--- src/rtl/uart_rx.sv ---
// UART receiver: 2-flop synchronizer, 8N1 framing (optional parity via
// UART_RX_PARITY_EN), one-entry output register with ack/overrun.
// Ports: sys_clk_i/sys_rst_i clock and sync high reset; uart_rx_i line;
// uart_dat_o/uart_valid_o/uart_ack_i byte handoff; uart_busy_o frame in
// progress; uart_frame_err_o error pulse; uart_overrun_o sticky byte loss.
module uart_rx #(
  parameter int BAUD_DIV   = 434,
  parameter int PARITY_ODD = 0
) (
  input  logic       sys_clk_i,
  input  logic       sys_rst_i,
  input  logic       uart_rx_i,
  output logic [7:0] uart_dat_o,
  output logic       uart_valid_o,
  input  logic       uart_ack_i,
  output logic       uart_busy_o,
  output logic       uart_frame_err_o,
  output logic       uart_overrun_o
);

  localparam int CW = $clog2(BAUD_DIV);
  localparam logic [CW-1:0] FULL = CW'(BAUD_DIV - 1);
  localparam logic [CW-1:0] HALF = CW'(BAUD_DIV / 2 - 1);

  if (BAUD_DIV < 4 || PARITY_ODD < 0 || PARITY_ODD > 1)
  begin : g_param_chk
    $error("uart_rx: parameter out of range");
  end

  typedef enum logic [2:0] {
    IDLE,
    START,
    DATA,
`ifdef UART_RX_PARITY_EN
    PARITY,
`endif
    STOP,
    WAIT_HIGH
  } state_t;

  state_t        state;
  logic [1:0]    sync;
  logic          rx_s;
  logic [CW-1:0] cnt;
  logic [2:0]    bitn;
  logic [7:0]    shift;
  logic          full_hit;
  logic          half_hit;
  logic          discard;

  assign rx_s        = sync[1];
  assign full_hit    = (cnt == FULL);
  assign half_hit    = (cnt == HALF);
  assign uart_busy_o = (state != IDLE);

`ifdef UART_RX_PARITY_EN
  logic par_err;
  assign discard = par_err;
`else
  assign discard = 1'b0;
`endif

  always_ff @(posedge sys_clk_i) begin
    if (sys_rst_i) begin
      state            <= IDLE;
      sync             <= 2'b11;
      cnt              <= '0;
      bitn             <= 3'd0;
      shift            <= 8'h00;
      uart_dat_o       <= 8'h00;
      uart_valid_o     <= 1'b0;
      uart_frame_err_o <= 1'b0;
      uart_overrun_o   <= 1'b0;
`ifdef UART_RX_PARITY_EN
      par_err          <= 1'b0;
`endif
    end else begin
      sync             <= {sync[0], uart_rx_i};
      uart_frame_err_o <= 1'b0;

      // Consumer read; a delivery below in the same cycle overrides.
      if (uart_valid_o && uart_ack_i) begin
        uart_valid_o   <= 1'b0;
        uart_overrun_o <= 1'b0;
      end

      unique case (state)
        IDLE: begin
          cnt  <= '0;
          bitn <= 3'd0;
          if (!rx_s) state <= START;
        end
        START: begin
          if (half_hit) begin
            cnt   <= '0;
            // High at mid-start means a glitch, not a frame.
            state <= rx_s ? IDLE : DATA;
`ifdef UART_RX_PARITY_EN
            par_err <= 1'b0;
`endif
          end else begin
            cnt <= cnt + CW'(1);
          end
        end
        DATA: begin
          if (full_hit) begin
            cnt   <= '0;
            shift <= {rx_s, shift[7:1]};
            bitn  <= bitn + 3'd1;
            if (bitn == 3'd7) begin
`ifdef UART_RX_PARITY_EN
              state <= PARITY;
`else
              state <= STOP;
`endif
            end
          end else begin
            cnt <= cnt + CW'(1);
          end
        end
`ifdef UART_RX_PARITY_EN
        PARITY: begin
          if (full_hit) begin
            cnt   <= '0;
            state <= STOP;
            if ((^shift ^ rx_s) != PARITY_ODD[0]) begin
              par_err          <= 1'b1;
              uart_frame_err_o <= 1'b1;
            end
          end else begin
            cnt <= cnt + CW'(1);
          end
        end
`endif
        STOP: begin
          if (full_hit) begin
            cnt <= '0;
            if (rx_s) begin
              state <= IDLE;
              if (!discard) begin
                if (uart_valid_o && !uart_ack_i) begin
                  uart_overrun_o <= 1'b1;
                end else begin
                  uart_dat_o   <= shift;
                  uart_valid_o <= 1'b1;
                end
              end
            end else begin
              // Line held low: wait out a break before rearming.
              state <= WAIT_HIGH;
              if (!discard) uart_frame_err_o <= 1'b1;
            end
          end else begin
            cnt <= cnt + CW'(1);
          end
        end
        WAIT_HIGH: begin
          cnt <= '0;
          if (rx_s) state <= IDLE;
        end
        default: state <= IDLE;
      endcase
    end
  end

endmodule

--- config.mk ---
export PLATFORM = sky130hd
export DESIGN_NAME = uart_rx
export DESIGN_NICKNAME = d
export VERILOG_FILES = /design/src/rtl/uart_rx.sv
export SDC_FILE = /design/constraint.sdc
export NUM_CORES = 1
export LEC_CHECK = 0
export BUFFER_PORTS_ARGS = -buffer_cell sky130_fd_sc_hd__buf_2
export CAP_MARGIN = 40
export CELL_PAD_IN_SITES_DETAIL_PLACEMENT = 1
export CELL_PAD_IN_SITES_GLOBAL_PLACEMENT = 2
export CORE_MARGIN = 2
export CORE_UTILIZATION = 30
export DETAILED_ROUTE_END_ITERATION = 8
export PLACE_DENSITY = 0.71
export SLEW_MARGIN = 40
export SYNTH_ARGS = -nofsm -noshare
export SYNTH_HDL_FRONTEND = slang
export SYNTH_SLANG_ARGS = --single-unit
--- constraint.sdc ---
create_clock -name sys_clk_i -period 2.8 [get_ports sys_clk_i]
set_input_delay 0.56 -clock sys_clk_i [delete_from_list [all_inputs] [get_ports sys_clk_i]]
set_output_delay 0.56 -clock sys_clk_i [all_outputs]
set_load 0.01 [all_outputs]
==> run_results.csv <==
group,metric,value,unit
clock_network,clkLatencyLatePin,280,ps
sta,final-setup-viol-count,0,
cells_and_area,final_area,0.00196,mm²
cells_and_area,diodes,0,
clock_network,htreeDepth,2,
clock_network,cts_tree,"built",
setup_path,reg2reg_to,"cnt[2]$_SDFFE_PP0P_",
sta,min_period_over_period,81.6,%
setup_path,crit_start,"cnt[0]$_SDFFE_PP0P_",
global_routing,grt_max_degree,30,
setup_path,r2r_cells,7,
sta,hold-worst-slack,413,ps
die,initial_core_util,31.2,%
worst_hold_path,hp-start,"sync[0]$_SDFF_PP1_",
synthesis,synth-edff-count,0,
setup_path,worstPathArrival,2460,ps
synthesis,seq_area_frac_synth,41.6,%
sta,fin_tns_setup,0,ps
sta,finalHoldViolations,0,
setup_path,critPathRequiredTime,2980,ps
cells_and_area,nNetsFinal,216,
global_routing,grtUsageTotal,14.1,%
drt,drtAntennaViolNets,0,
global_routing,grt_pass1_vias,1560,
sta,worst_slew_pin_slew,711,ps
sta,rsz0062_at_grt,"false",
setup_path,regToRegStartpoint,"cnt[0]$_SDFFE_PP0P_",
clock_network,ctsLongestPathBuffers,2,
cells_and_area,area_delta_synth_final,13.3,%
worst_hold_path,worstHoldPathCells,1,
setup_path,cpPeakStageDelay,630,ps
status,status,"complete, no violations",
drt,routed_wl,4130,µm
cells_and_area,fillers,661,
clock_network,cts_root_buf,"clkbuf_8",
setup_path,path_cells,"inv_1 -> ha_1 -> nor4b_1 -> buf_4 -> a211oi_2 -> o31ai_4 -> o311ai_0",
synthesis,synth_top_area_share,41.6,%
die,design.core.area,0.00554,mm²
synthesis,ys_async_sr_fraction,0,%
sta,period_needed,2280,ps
sta,max-slew-margin-rel,52.5,%
worst_hold_path,hp-class,"reg2reg",
worst_hold_path,holdPathEnd,"sync[1]$_SDFF_PP1_",
cells_and_area,layout_common_cells,"36 x dfxtp_1, 24 x nor2_1, 21 x nand2_1",
cells_and_area,layout-drive-gt1-share,16.8,%
sta,final_max_slew_viol_count,0,
clock_network,clk_pin_slew_worst_paths,80,ps
placement,place_congestion,0.761,
job,maxCapViolations,0,
setup_path,critical_path_class,"reg2reg",
setup_path,slowest_stage,"a211oi_2",
global_routing,grt_pass1_wl,7180,µm
synthesis,syn_avg_cell_area,9.16,µm²
synthesis,netlist_instances,189,
drt,via_count,1468,
die,design.die.area,0.00639,mm²
die,die-width,79.9,µm
global_routing,overflow,0,
placement,place.port_buffers,15,
cells_and_area,final_util,35.4,%
placement,hpwl,3010,µm
global_routing,antenna_found_initial,0,
clock_network,post_cts_buffers,0,
synthesis,ys_types,43,
clock_network,numCtsBuffers,5,
power_and_ir_drop,peakVddDrop,0.268,mV
synthesis,synthFlopType,"dfxtp_1",
clock_network,clock-sinks,36,
sta,fmax,438,MHz
synthesis,netlist_area,0.00173,mm²
clock_network,postCtsResizedCells,0,
synthesis,synth_nets,198,
setup_path,crit_fanout,9,
die,ios,16,
placement,dp_slack,528,ps
placement,dpl_cell_area,0.00187,mm²
drt,wl_per_cell,14.7,µm
drt,drc,0,
die,die_h,79.9,µm
clock_network,cts_hold_buf,0,
setup_path,critPathCaptureType,"flip-flop",
synthesis,synth_top_area_cell,"dfxtp_1",
setup_path,startpoint_type,"flip-flop",
power_and_ir_drop,p_per_area,495,mW/mm²
synthesis,synth_area_leaders,"dfxtp_1 42%, mux2i_1 9.8%, nor2_1 5.2%, o211ai_1 5.2%, nand2_1 4.6%",
power_and_ir_drop,leakagePower,0.680,nW
drt,via_per_inst,5.24,
cells_and_area,layout_commonest_cell,"dfxtp_1",
die,row_count,27,
sta,final.setup_skew,4.40,ps
synthesis,ys_warn_count,0,
synthesis,synth.ff_latch_count,36,
drt,drtIter0Drc,25,
setup_path,r2r_setup_slack,520,ps
sta,setup_slack,516,ps
drt,firstDrtPassIters,4,
final cells by class:
type                            instances  area, µm²  area share [%]
Multi-Input combinational cell        138        926            47.2
Sequential cell                        36        721            36.8
Timing Repair Buffer                   19        105            5.36
Tap cell                               72       90.1            4.59
Clock buffer                            6       82.6            4.21
Inverter                                7       26.3            1.34
Clock inverter                          2       10.0           0.511
sequential cells by signal, summed over array words and instances, names as in the netlist:
name	count
sync	2
uart_dat_o	8
bitn	3
shift	8
uart_overrun_o	1
uart_frame_err_o	1
uart_valid_o	1
state	3
cnt	9
per-stage QoR:
stage | std cells | power [mW]
2_1_floorplan | 189 | 0.584
3_3_place_gp | 272 | 0.600
3_5_place_dp | 272 | 0.602
4_1_cts | 280 | 0.984
5_1_grt | 280 | 1.02
6_report | 280 | 0.971
per-layer routing:
metal	global-route usage [%]	routed length, µm	vias to the layer above
li1	-	-	723
met1	16.4	1850	725
met2	25.7	2150	14
met3	3.28	79	6
met4	3.90	45	0
met5	0	0	-
worst max path at each step:
stage          slack (ps)                  end
2_1_floorplan         800  cnt[6]$_SDFFE_PP0P_
3_3_place_gp          690  cnt[2]$_SDFFE_PP0P_
3_5_place_dp          530  cnt[2]$_SDFFE_PP0P_
4_1_cts               510  cnt[2]$_SDFFE_PP0P_
5_1_grt               360  cnt[2]$_SDFFE_PP0P_
6_report              520  cnt[2]$_SDFFE_PP0P_
where the power goes:
| part | internal (mW) | leakage [nW] | switching, mW |
|---|---|---|---|
| registers | 0.517 | 0.291 | 0.0103 |
| clock network | 0.196 | 0.0510 | 0.186 |
| logic | 0.0216 | 0.338 | 0.0399 |
| total | 0.735 | 0.680 | 0.236 |
synthesized netlist by cell type, types with 2 or more instances:
cell	instances
mux2i_1	17
nor2_1	24
nor4b_1	2
nand3_1	3
nor4_1	2
ha_1	5
or2_2	2
o21ai_0	6
clkbuf_1	2
dfxtp_1	36
a21boi_0	2
and4_1	3
a211oi_1	2
inv_1	7
o31ai_1	3
nand3b_1	2
nor3_1	6
nand4_1	3
o211ai_1	12
a21oi_1	7
nand2_1	21
cells by family after synthesis:
logic type / after synthesis / share of synthesized area, %
buf+inv: 15 / 4.84
mux: 18 / 10.5
fa+ha+maj: 5 / 3.62
compound gates: 39 / 16.5
simple gates: 76 / 22.9
flops: 36 / 41.6
worst max-delay path, delay by kind of cell (launching register included):
family / cells / cell delay, ps
compound gates: 3 / 1150
fa+ha+maj: 1 / 190
buf+inv: 2 / 240
flops: 1 / 460
simple gates: 1 / 130
Power figures use the tool's default switching activity.
